**config.mk**
```make
export PLATFORM = sky130hd
export DESIGN_NAME = instr_fetch_unit
export DESIGN_NICKNAME = d
export VERILOG_FILES = /design/src/rtl/instr_fetch_unit.sv
export SDC_FILE = /design/constraint.sdc
export NUM_CORES = 1
export LEC_CHECK = 0
export ABC_AREA = 1
export CAP_MARGIN = 10
export CORE_UTILIZATION = 30
export CTS_CLUSTER_DIAMETER = 150
export CTS_CLUSTER_SIZE = 16
export DETAILED_ROUTE_END_ITERATION = 8
export PLACE_DENSITY = 0.73
export SLEW_MARGIN = 20
export SYNTH_ARGS = -nofsm -noshare
export SYNTH_HDL_FRONTEND = slang
export SYNTH_SLANG_ARGS = --single-unit
```
**constraint.sdc**
```tcl
create_clock -name clk -period 1.17 [get_ports clk]
set_input_delay 0.351 -clock clk [delete_from_list [all_inputs] [get_ports clk]]
set_output_delay 0.351 -clock clk [all_outputs]
set_load 0.01 [all_outputs]
```
**src/rtl/instr_fetch_unit.sv**
```systemverilog
// Instruction fetch unit for the multicycle MIPS core.
// Owns PC and IR, issues one instruction-memory read per IRWrite pulse over a
// valid/ready request + rvalid response handshake, and exposes the decoded IR
// fields. All outputs come from registers or are decoded from the FSM state.
module instr_fetch_unit #(
  parameter int          N        = 32,
  parameter logic [N-1:0] RESET_PC = '0
) (
  input  logic         clk,
  input  logic         rst,
  input  logic         IRWrite,
  input  logic         PCWrite,
  input  logic [N-1:0] pc_next,
  output logic         mem_req_valid,
  input  logic         mem_req_ready,
  output logic [N-1:0] mem_addr,
  input  logic         mem_rvalid,
  input  logic [N-1:0] mem_rdata,
  output logic [N-1:0] pc,
  output logic [N-1:0] ir,
  output logic [5:0]   Op_code,
  output logic [5:0]   Funct,
  output logic [4:0]   rs,
  output logic [4:0]   rt,
  output logic [4:0]   rd,
  output logic [4:0]   shamt,
  output logic [15:0]  imm,
  output logic         instr_valid,
  output logic         fetch_busy,
  output logic         fetch_err
);

  typedef enum logic [1:0] {
    S_IDLE = 2'd0,
    S_REQ  = 2'd1,
    S_WAIT = 2'd2
  } state_t;

  state_t       state;
  state_t       state_nxt;
  logic [N-1:0] fetch_addr;
  logic         pc_aligned;
  logic         start_fetch;
  logic         resp_take;

  // A fetch only starts from IDLE on a word-aligned PC.
  assign pc_aligned  = (pc[1:0] == 2'b00);
  assign start_fetch = (state == S_IDLE) && IRWrite && pc_aligned;
  // Responses are only consumed while waiting; stray rvalid elsewhere is dropped.
  assign resp_take   = (state == S_WAIT) && mem_rvalid;

  // State register; reset abandons any in-flight fetch.
  always_ff @(posedge clk or negedge rst) begin
    if (!rst) begin
      state <= S_IDLE;
    end else begin
      state <= state_nxt;
    end
  end

  // Next-state logic: IDLE -> REQ on aligned IRWrite, REQ -> WAIT on accept, WAIT -> IDLE on rvalid.
  always_comb begin
    state_nxt = state;
    case (state)
      S_IDLE: if (start_fetch)   state_nxt = S_REQ;
      S_REQ:  if (mem_req_ready) state_nxt = S_WAIT;
      S_WAIT: if (mem_rvalid)    state_nxt = S_IDLE;
      default:                   state_nxt = S_IDLE;
    endcase
  end

  // Handshake and busy flags decoded purely from state, so no input reaches an output combinationally.
  always_comb begin
    mem_req_valid = (state == S_REQ);
    fetch_busy    = (state != S_IDLE);
  end

  // PC, latched fetch address, IR and status flags.
  // fetch_addr is captured at fetch start so a concurrent PCWrite never disturbs
  // the address presented to memory.
  always_ff @(posedge clk or negedge rst) begin
    if (!rst) begin
      pc          <= RESET_PC;
      fetch_addr  <= '0;
      ir          <= '0;
      instr_valid <= 1'b0;
      fetch_err   <= 1'b0;
    end else begin
      if (PCWrite) begin
        pc <= pc_next;
      end
      if (start_fetch) begin
        fetch_addr  <= pc;
        instr_valid <= 1'b0;
      end
      // Misaligned request, or a new request while one is still outstanding.
      if (IRWrite && ((state != S_IDLE) || !pc_aligned)) begin
        fetch_err <= 1'b1;
      end
      if (resp_take) begin
        ir          <= mem_rdata;
        instr_valid <= 1'b1;
      end
    end
  end

  assign mem_addr = fetch_addr;

  // Instruction field decode: plain slices of IR.
  assign Op_code = ir[31:26];
  assign rs      = ir[25:21];
  assign rt      = ir[20:16];
  assign rd      = ir[15:11];
  assign shamt   = ir[10:6];
  assign Funct   = ir[5:0];
  assign imm     = ir[15:0];

endmodule

```
==> impl_metrics.json, run 1 <==
{
  "maxCapViolations": 0,
  "drtAntennaViolNets": 0,
  "grt_start_max_net_pins": 45,
  "die_y_um": 123,
  "dp_cells": 798,
  "dr.pass1.iters": 6,
  "cts.clk_slew.worst_paths_ns": 0.07,
  "yosysSeqAreaShare_pct": 57.0,
  "max_freq_ghz": 0.695,
  "setup_viol": 215,
  "status": "complete, but fails checks",
  "multiInputGateArea_um2": 1250,
  "numClockSinks": 100,
  "crit_fanout": 2,
  "fin_crit_sh_pct": 123,
  "fin_ws_ns": -0.269,
  "layout.cells.non_filler": 881,
  "synth_top_family_by_area": "buffers and inverters",
  "hold_viol": 0,
  "finalMaxSlewViolations": 0,
  "yosysUniqueCellTypes": 19,
  "clock_latency_ns": 0.34,
  "crit_path_end_kind": "output pin",
  "via_per_inst": 4.43,
  "num_rows": 43,
  "clock-root-buffer": "clkbuf_16",
  "area_delta_synth_final_pct": 71.4,
  "vias": 3900,
  "initial_utilization_pct": 31.1,
  "period_needed_ns": 1.44,
  "slew_headroom_pct": 83.5,
  "cts_buffer_depth": 2,
  "grt_pass1_wl_um": 18300,
  "synth.area.mux_share_pct": 8.21,
  "cts_tree": "built",
  "grt_usage_pct": 16.0,
  "final.fill_count": 1234,
  "antenna_found_initial": 0,
  "drtIter0Drc": 133,
  "holdWs_ns": 0.405,
  "grt_setup_unrepaired": "true",
  "dieArea_um2": 15100,
  "critPathArrivalTime_ns": 1.09,
  "die_w_um": 123,
  "grt_pass1_vias": 3645,
  "syn_area_um2": 4390,
  "cp_data_required_time_ns": 0.82,
  "yosysTopAreaCell": "dfrtp_1",
  "yosys_warnings": 0,
  "synthSimpleGateAreaFrac_pct": 13.7,
  "hold_path_class": "in -> async",
  "pre_cts_slack_ns": -0.400,
  "cellPowerDensity_nw_per_um2": 2270,
  "ios": 218,
  "syn_avg_cell_area_um2": 10.7,
  "synth_compound_area_share_pct": 6.02,
  "io_buffers": 217,
  "wl_um": 13200,
  "reg2regPathDepth": 6,
  "ys_top_cells_by_area": "dfrtp_1 57%, buf_4 8.7%, nand2_1 8.5%",
  "htreeDepth": 3,
  "finClkSkew_ns": 0.00725,
  "drcViolationCount": 0,
  "total_power_w": 0.0171,
  "ir_drop_v": 0.000962,
  "final_cell_mix": "99 x nand2_1, 99 x dfrtp_1, 92 x buf_4, 90 x buf_2, 83 x buf_6",
  "syn_nets": 480,
  "worst_pin_slew_ns": 0.247,
  "cts_buffers": 9,
  "grt_overflow": 0,
  "layout-drive-gt1-share_pct": 50.5,
  "cp-start-kind": "flip-flop",
  "num_antenna_cells": 0,
  "violations": "setup timing",
  "synth-xor-area-share_pct": 0,
  "synthCells": 410,
  "dpl.hpwl_um": 8450,
  "final_nets": 767,
  "synth_top_area_share_pct": 57.0,
  "regToRegSetupSlack_ns": -0.18,
  "critPathLaunch": "state[0]",
  "wire_per_inst_um": 15.0,
  "gp_congestion": 0.774,
  "ys_ff_latch": 100,
  "core_um2": 14100,
  "worstSetupPathType": "reg -> out",
  "r2r_start": "state[0]",
  "synth_fa_ha_area_share_pct": 0,
  "ff_latch_area_um2": 2500,
  "p_leak_nw": 3.94,
  "tns_ns": -20.62
}
-- cell families (layout without fill, tap and decap cells) --
logic type / count (synthesis) / count (layout)
mux: 32 / 32
compound gates: 35 / 35
simple gates: 134 / 134
flops: 100 / 100
buf+inv: 109 / 400
-- repair_timing --
item,in CTS,in global routing
hold buffers,1,0
setup endpoints to repair,224,247
cloned,0,7
hold endpoints to repair,12,0
gates resized for setup,639,62
pin swaps,2,2
setup buffers,42,19
-- sequential cells by signal, summed over array words and instances, names as in the netlist --
signal and flops:
ir 32, mem_addr 32, pc 32, state 2, fetch_err 1, instr_valid 1
-- per-layer routing --
layer	vias to the layer above	global-route usage [%]	part of all wire, %
met1	1826	18.0	38
met4	0	4.04	1.9
met2	189	27.7	51
li1	1861	-	-
met5	-	0	0
met3	24	6.83	9.3
-- critical path, stage by stage, from the launching register on --
cell	delay (ns)
dfrtp_1	0.39
inv_1	0.09
nor2_2	0.11
buf_2	0.15
-- cells in the mapped netlist (all sizes together) --
cell,instances
clkbuf,5
dfrtp,100
a21o,1
nand2,99
o21ai,34
inv,37
buf,67
nor2,3
nand4,30
mux2,32
nand3,2
-- through the flow --
stage / cell area, um2 / utilization [%]
floorplan: 4390 / -
global placement: 6800 / 48.2
detailed placement: 6800 / 48.2
CTS: 6960 / 49.4
global route: 7520 / 53.4
finish: 7520 / 53.4
-- worst paths after layout --
check / to
worst max-delay path: mem_req_valid
max in group asynchronous: state[1]
worst min-delay path: pc[6]
worst max register to register: ir[14]
worst min register to register: mem_addr[24]
min in group clk: mem_addr[24]
-- report_power, final --
group	switching [W]	total, W	internal [W]
Clock	0.00126	0.00334	0.00208
Combinational	0.00346	0.00827	0.00482
Sequential	0.000905	0.00548	0.00457
Total	0.00562	0.0171	0.0115
-- area by class of cell --
class / count / share of cell area (%)
Timing Repair Buffer: 348 / 40.8
Sequential cell: 100 / 33.3
Multi-Input combinational cell: 201 / 16.6
Clock buffer: 9 / 2.99
Tap cell: 180 / 2.99
Inverter: 37 / 1.85
Clock inverter: 6 / 1.48
No activity file was read; power rests on OpenSTA's default activity.
==> inputs of run 2 (changes only) <==
Settings changed: CTS_CLUSTER_SIZE 16 to default.
==> results of run 2 <==
Final layout, timing and power as in run 1 (identical DEF).
